**config.mk**
```make
export PLATFORM = sky130hd
export DESIGN_NAME = branch_target_table
export DESIGN_NICKNAME = d
export VERILOG_FILES = /design/src/rtl/branch_target_table.sv
export SDC_FILE = /design/constraint.sdc
export NUM_CORES = 1
export LEC_CHECK = 0
export CORE_ASPECT_RATIO = 0.5
export CORE_UTILIZATION = 40
export CTS_CLUSTER_DIAMETER = 120
export DETAILED_ROUTE_END_ITERATION = 10
export PLACE_DENSITY = 0.53
export SETUP_SLACK_MARGIN = 0.05
export SLEW_MARGIN = 20
export SYNTH_ARGS = -nofsm -noshare
export SYNTH_HDL_FRONTEND = slang
export SYNTH_SLANG_ARGS = --single-unit
```
**constraint.sdc**
```tcl
create_clock -name Clk -period 2.9 [get_ports Clk]
set_input_delay 0.29 -clock Clk [delete_from_list [all_inputs] [get_ports Clk]]
set_output_delay 0.29 -clock Clk [all_outputs]
set_load 0.05 [all_outputs]
```
**src/rtl/branch_target_table.sv**
```systemverilog
// Branch-target lookup table for the fetch stage: run-time writable, 1-cycle reads.
// Optional relative entries (pc + signed offset) are enabled by defining BTT_REL_EN.
module branch_target_table #(
    parameter int D     = 10,
    parameter int A     = 5,
    parameter int DEPTH = 32
) (
    input  logic         Clk,
    input  logic         Reset,
    input  logic         wr_en,
    input  logic [A-1:0] wr_addr,
    input  logic [D-1:0] wr_data,
    input  logic         wr_rel,
    input  logic         rd_en,
    input  logic [A-1:0] rd_addr,
    input  logic [D-1:0] pc,
    output logic [D-1:0] target,
    output logic         hit,
    output logic         rd_valid,
    output logic         ready
);

    localparam int         IW    = (DEPTH > 1) ? $clog2(DEPTH) : 1;
    localparam logic [A:0] LIMIT = (A+1)'(DEPTH);
    localparam logic [A-1:0] LAST = A'(DEPTH - 1);

    typedef enum logic {INIT, READY} state_t;

    state_t       state, state_nxt;
    logic [A-1:0] cnt, cnt_nxt;

    logic [D-1:0] mem_data  [DEPTH];
    logic         mem_valid [DEPTH];

    logic          wr_ok, rd_in, byp;
    logic [IW-1:0] wi, ri, ci;
    logic          ent_valid, ent_rel;
    logic [D-1:0]  ent_data, resolved;

    assign ready = (state == READY);
    assign wi    = wr_addr[IW-1:0];
    assign ri    = rd_addr[IW-1:0];
    assign ci    = cnt[IW-1:0];
    assign wr_ok = ready && wr_en && ({1'b0, wr_addr} < LIMIT);
    assign rd_in = ({1'b0, rd_addr} < LIMIT);
    assign byp   = wr_ok && (wr_addr == rd_addr);

`ifdef BTT_REL_EN
    logic mem_rel [DEPTH];

    // Per-entry relative flag; cleared during init like the rest of the entry
    always_ff @(posedge Clk) begin
        if (state == INIT)
            mem_rel[ci] <= 1'b0;
        else if (wr_ok)
            mem_rel[wi] <= wr_rel;
    end

    assign ent_rel = byp ? wr_rel : mem_rel[ri];
`else
    logic unused_ok;
    assign unused_ok = ^{pc, wr_rel};
    assign ent_rel   = 1'b0;
`endif

    // FSM state and init counter registers
    always_ff @(posedge Clk or posedge Reset) begin
        if (Reset) begin
            state <= INIT;
            cnt   <= '0;
        end else begin
            state <= state_nxt;
            cnt   <= cnt_nxt;
        end
    end

    // Next state: sweep every entry once, then serve requests forever
    always_comb begin
        state_nxt = state;
        cnt_nxt   = cnt;
        unique case (state)
            INIT: begin
                cnt_nxt = cnt + 1'b1;
                if (cnt == LAST)
                    state_nxt = READY;
            end
            READY: begin
                state_nxt = READY;
            end
            default: begin
                state_nxt = INIT;
            end
        endcase
    end

    // Entry storage: init sweep clears entries, afterwards accepts writes
    always_ff @(posedge Clk) begin
        if (state == INIT) begin
            mem_valid[ci] <= 1'b0;
            mem_data[ci]  <= '0;
        end else if (wr_ok) begin
            mem_valid[wi] <= 1'b1;
            mem_data[wi]  <= wr_data;
        end
    end

    // Entry selection with write-first bypass, then resolution
    always_comb begin
        ent_valid = byp ? 1'b1 : mem_valid[ri];
        ent_data  = byp ? wr_data : mem_data[ri];
        // Sign extension is a no-op modulo 2^D, so a plain D-bit add wraps correctly
        resolved  = ent_rel ? (pc + ent_data) : ent_data;
    end

    // Registered lookup outputs; hold target/hit when no read is issued
    always_ff @(posedge Clk or posedge Reset) begin
        if (Reset) begin
            target   <= '0;
            hit      <= 1'b0;
            rd_valid <= 1'b0;
        end else if (ready && rd_en) begin
            rd_valid <= 1'b1;
            hit      <= rd_in && ent_valid;
            target   <= (rd_in && ent_valid) ? resolved : '0;
        end else begin
            rd_valid <= 1'b0;
        end
    end

endmodule

```
==> reports/qor.txt, run 1 <==
Ports: 48
Area Growth Syn to Fin: 16.6%
Most common cell after layout, fill and taps aside: edfxtp_1
Row count: 49
Via count: 7989
Sink Count: 370
Critical Path Sink Type: flop
Final TNS setup: 0 ps
Crit start category: flop
Max-slew violation count: 0
Final setup fails: 0
Final worst-path cycle share: 80.9%
Placed cell areas: 0.0162 mm²
Number of detailed-route iterations in the first pass: 5
Ys async rst share: 4.86%
WHS: 188 ps
Post-DP HPWL: 23300 µm
Worst Hold Class: in2async
Unique masters post-synth: 45
Fill count: 3113
Area contributors post-synth: edfxtp_1 71%, mux2i_1 7.8%, mux4_2 3.9%
H-tree depth: 2
Area of the core: 0.0362 mm²
Port Buffers: 36
Ys Warns: 0
Synthesized cell area: 0.0148 mm²
Gr ovfl total: 0
Tot GR Track Use: 19.5%
CTS tree: done
Clock Pin Slew Worst Setup and Hold Paths: 70 ps
Syn_nets: 897
FF/Latch Area: 0.0110 mm²
Worst skew pair latency: 540 ps
Clk_skew: 19.0 ps
Ant diodes: 0
Clock Tree Buf Depth: 3
GPL Wtd Cong: 0.871
Initial antenna violation count: 0
First-pass GRT wire length: 53400 µm
Crit path DAT: 2590 ps
Fin util: 47.7%
Overall power: 11.3 mW
Ys flop type: edfxtp_1
Via density: 5.45
Slew margin rel.: 25.0%
#FFs+latches synth: 370
Vias in the first global route: 8161
Hold Vio Cnt, Final: 0
Pwr Density: 652 mW/mm²
Wirelength per Cell: 24.6 µm
R2r setup slk: 550 ps
Final net count: 993
EDFF count, synth: 352
Period minus WS final: 2350 ps
Seq/Total Area, Yosys: 74.3%
Die Ht: 138 µm
RSZ-0062 raised after global routing: no
R2R depth: 7
Maxcap violations: 0
Max rail drop VDD: 0.430 mV
Num CTS Buffers: 36
Share of the synthesized area in the top cell type: 71.3%
Hold-fix buffers, CTS: 0
Worst EP required: 3140 ps
Die area: 0.0379 mm²
Status: finished, final reports clean
CP Class: reg2reg
Post CTS Setup Buffer Count: 0
Leakage: 6.42 nW
Syn Area/Cell: 17.2 µm²
Fmax: 426 MHz
Cell taking the most area after synthesis: edfxtp_1
RR Endpoint: mem_data[0][3]
Drt total wl: 36100 µm
Post-Syn Instances: 860
Share of layout cells above drive strength 1: 15.8%
CTS resizes: 0
Combined area of the multi-input logic cells: 0.00354 mm²
Die span in x: 274 µm
First-iteration detailed-routing DRC count: 583
Starting Density: 40.9%
# DRC: 0
Worst-margin pin slew: 1120 ps
Worst Path Max Fanout: 17
Final Instance Area: 0.0173 mm²
Worst flop-to-flop path startpoint: ready
Clock Tree Root: clkbuf_16
Commonest cells after routing, fill and taps aside: 352 x edfxtp_1, 116 x mux2i_1, 62 x buf_4, 48 x nor2_1, 46 x nand2_1
Routed Antenna Nets: 0
Largest net degree at the start of global routing: 50
## how the worst max path moves through the flow
stage / depth (start not counted) / to / from / slack (ps)
after global placement: 8 / mem_data[0][3] / wr_en / 190
final: 7 / mem_data[0][3] / ready / 550
after floorplan: 5 / mem_data[0][0] / ready / 70
after CTS: 7 / mem_data[0][3] / ready / 550
after global routing: 7 / mem_data[0][3] / ready / 450
after detailed placement: 8 / mem_data[0][3] / wr_en / 160
## layout make-up
type / count / area share (%)
inverter: 4 / 0.0868
multi-input combinational: 438 / 20.5
clock inverter: 18 / 0.926
timing repair buffer: 106 / 5.68
sequential: 370 / 63.7
clock buffer: 45 / 5.59
tap: 484 / 3.50
## where the power goes
part / internal, mW / switching [mW] / total, mW
logic: 0.270 / 0.514 / 0.784
registers: 5.88 / 0.0166 / 5.90
clock network: 2.63 / 1.96 / 4.59
## state kept, by name (all words and copies together) (netlist names)
| name | cells |
|---|---|
| ci | 5 |
| target | 10 |
| mem_valid | 32 |
| hit | 1 |
| rd_valid | 1 |
| mem_data | 320 |
| ready | 1 |
## logic make-up after synthesis
| logic type | after synthesis | synth area share, % |
|---|---|---|
| xor+xnor | 8 | 0.472 |
| simple gates | 188 | 6.04 |
| buf+inv | 52 | 1.85 |
| compound gates | 89 | 4.20 |
| flops | 370 | 74.3 |
| mux | 151 | 13.0 |
| fa+ha+maj | 2 | 0.169 |
## worst max-delay path, cell delays in order (launching register included)
cell	delay, ps
dfrtp_1	380
nand2_1	190
inv_1	140
buf_4	210
o31ai_1	350
nand2_1	210
nor2_1	320
buf_4	260
## stage by stage
| step | instances | worst slack [ps] |
|---|---|---|
| after floorplan | 860 | 66.9 |
| after global routing | 1465 | 447 |
| final | 1465 | 553 |
| after global placement | 1402 | 188 |
| after detailed placement | 1402 | 159 |
| after CTS | 1465 | 549 |
## per-layer routing
metal / global-route usage, % / up-vias / part of all wire (%)
met5: 0 / - / 0
met4: 4.74 / 0 / 1.8
met3: 5.11 / 49 / 6.7
met2: 29.9 / 204 / 46
met1: 27.8 / 4133 / 46
li1: - / 3603 / -
## synthesized netlist by cell type, drive strengths merged, types with 3 or more instances
master / instances
a21oi: 20
a22o: 9
a22oi: 36
a31oi: 3
and3: 13
buf: 36
clkbuf: 12
dfrtp: 18
edfxtp: 352
inv: 4
mux2: 4
mux2i: 116
mux4: 31
nand2: 46
nand2b: 4
nand3: 43
nand3b: 5
nor2: 49
nor2b: 5
nor3: 12
o21ai: 5
o31ai: 11
xnor2: 4
xor2: 4
(Power assumes the default switching activity.)
==> inputs of run 2 (changes only) <==
--- a/config.mk
+++ b/config.mk
@@ -9,7 +9,7 @@
 export CORE_UTILIZATION = 40
 export CTS_CLUSTER_DIAMETER = 120
 export DETAILED_ROUTE_END_ITERATION = 10
-export PLACE_DENSITY = 0.53
+export PLACE_DENSITY = 0.55
 export SETUP_SLACK_MARGIN = 0.05
 export SLEW_MARGIN = 20
 export SYNTH_ARGS = -nofsm -noshare
==> constraint.sdc (replaced) <==
create_clock -name Clk -period 1.9 [get_ports Clk]
set_input_delay 0.19 -clock Clk [delete_from_list [all_inputs] [get_ports Clk]]
set_output_delay 0.19 -clock Clk [all_outputs]
set_load 0.05 [all_outputs]
==> run 2 against run 1 <==
Compared with the run above:
- sequential power grew 53%
- critical path depth up 3
- utilization increased by 3.7 points
- routed wire length is 4.3% higher
- first-iteration DRC count rose by 22%
- setup slack worse by 510 ps
- final cell count increased by 3.5%
- combinational power up 77%
- clock power up 44%
- flip-flop and latch count is the same
- count of clock-buffer cells in the layout increased by 2
- via count is 3.4% higher
- critical endpoint is now target[1]
==> reports/qor.txt, run 2 (same netlist as run 1, synthesis figures left out) <==
Max reg flops: 320
GPL Wtd Cong: 0.846
Largest net degree at the start of global routing: 38
Gr ovfl total: 0
CP Class: in2reg
Slowest Stage Delay on Critical Path: 510 ps
Fin util: 51.4%
Hold Vio Cnt, Final: 0
Max-slew violation count: 0
Die area: 0.0379 mm²
Placed Cells: 1447
Area of the core: 0.0362 mm²
Post-DP HPWL: 25000 µm
# DRC: 0
Final net count: 1043
Final worst-path cycle share: 98.0%
Max rail drop VDD: 0.807 mV
Critical-path cell list: clkdlybuf4s50_1, buf_12, buf_12, nor2b_1, buf_4, buf_4, nand3_1, nand3_1, nor3_1, o31ai_1
Number of detailed-route iterations in the first pass: 7
Final TNS setup: 0 ps
CP bufs+invs: 5
Num CTS Buffers: 36
Port Buffers: 36
Biggest register: mem_data
Row count: 49
Finished Layout Cells: 1517
Clock Tree Buf Depth: 3
Tot GR Track Use: 20.3%
Initial antenna violation count: 0
Maxcap violations: 0
Clk_skew: 18.8 ps
Most common cell after layout, fill and taps aside: edfxtp_1
Die span in x: 274 µm
Leakage: 6.89 nW
Via density: 5.45
Worst skew pair latency: 530 ps
RSZ-0062 raised after global routing: yes
Clock Tree Root: clkbuf_16
First-iteration detailed-routing DRC count: 710
Ant diodes: 0
Fin worst setup slack: 37.8 ps
Slowest-stage cell, CP: clkdlybuf4s50_1
Share of layout cells above drive strength 1: 25.0%
Final Instance Area: 0.0186 mm²
Ports: 48
Fill count: 2908
Area Growth Syn to Fin: 25.6%
Critical Path Sink Type: flop
Crit path DAT: 2280 ps
Commonest cells after routing, fill and taps aside: 352 x edfxtp_1, 115 x mux2i_1, 59 x buf_12, 58 x buf_4, 41 x nand3_1
Routed Antenna Nets: 0
Crit start category: input port
Worst slack, placed: -529 ps
Status: finished, final reports clean
First-pass GRT wire length: 55000 µm
CTS tree: done
Delay-heaviest family, CP: buffers and inverters
H-tree depth: 2
Worst-margin pin slew: 627 ps
Drt total wl: 37600 µm
Period minus WS final: 1860 ps
Slew margin rel.: 58.0%
Worst EP required: 2320 ps
Final setup fails: 0
Vias in the first global route: 8182
Pwr Density: 914 mW/mm²
Starting Density: 40.9%
Die Ht: 138 µm
Worst Path Max Fanout: 10
Placed cell areas: 0.0175 mm²
Fmax: 537 MHz
Via count: 8263
Worst Hold Class: in2reg
Wirelength per Cell: 24.8 µm
Clock Pin Slew Worst Setup and Hold Paths: 70 ps
Biggest regs: mem_data (320), mem_valid (32), target (10)
Sink Count: 370
==> run 2: worst paths after layout <==
kind,startpoint,to,slack (ps),cells after the start
max in group asynchronous,Reset,target[5],920,4
worst min register to register,target[8],target[8],540,2
worst max register to register,ready,mem_data[1][2],80,6
worst min-delay path,rd_en,rd_valid,340,3
worst max-delay path,rd_addr[0],target[1],40,10
min in group asynchronous,Reset,ci[4],450,3
==> run 2: power breakdown <==
group / internal, mW / switching [mW]
clock network: 3.66 / 2.96
logic: 0.536 / 0.850
registers: 8.98 / 0.0467
==> run 2: what timing repair did <==
item,CTS,global route
resized for setup,13,12
hold endpoints to repair,6,0
pin swaps,0,5
hold buffers,1,0
endpoints found under the setup margin,95,253
setup buffers,0,4
==> run 2: metrics by stage <==
stage	hold WS (ps)	total power [mW]
finish	337	17.0
global route	330	17.5
CTS	308	17.1
detailed placement	457	10.6
global placement	449	10.6
floorplan	129	9.92
==> run 2: worst min-delay path: cells and delay by family <==
family / cells / cell delay, ps
buffers and inverters: 2 / 480
AND/OR/NAND/NOR: 1 / 130
==> run 2: final cells by class <==
cell class	instances	area (µm²)	area share (%)
clock buffers	47	942	5.06
well taps	484	606	3.25
flip-flops and latches	370	11000	59.2
multi-input cells	438	3920	21.0
repair buffers	156	1990	10.7
inverters	4	18.8	0.101
clock inverters	18	126	0.678
==> run 2: routing by layer <==
| metal | up-vias | routed length [µm] | GRT usage (%) |
|---|---|---|---|
| met4 | 0 | 529 | 4.09 |
| li1 | 3710 | - | - |
| met5 | - | 0 | 0 |
| met3 | 44 | 2320 | 4.69 |
| met1 | 4294 | 17900 | 30.6 |
| met2 | 215 | 16900 | 30.0 |
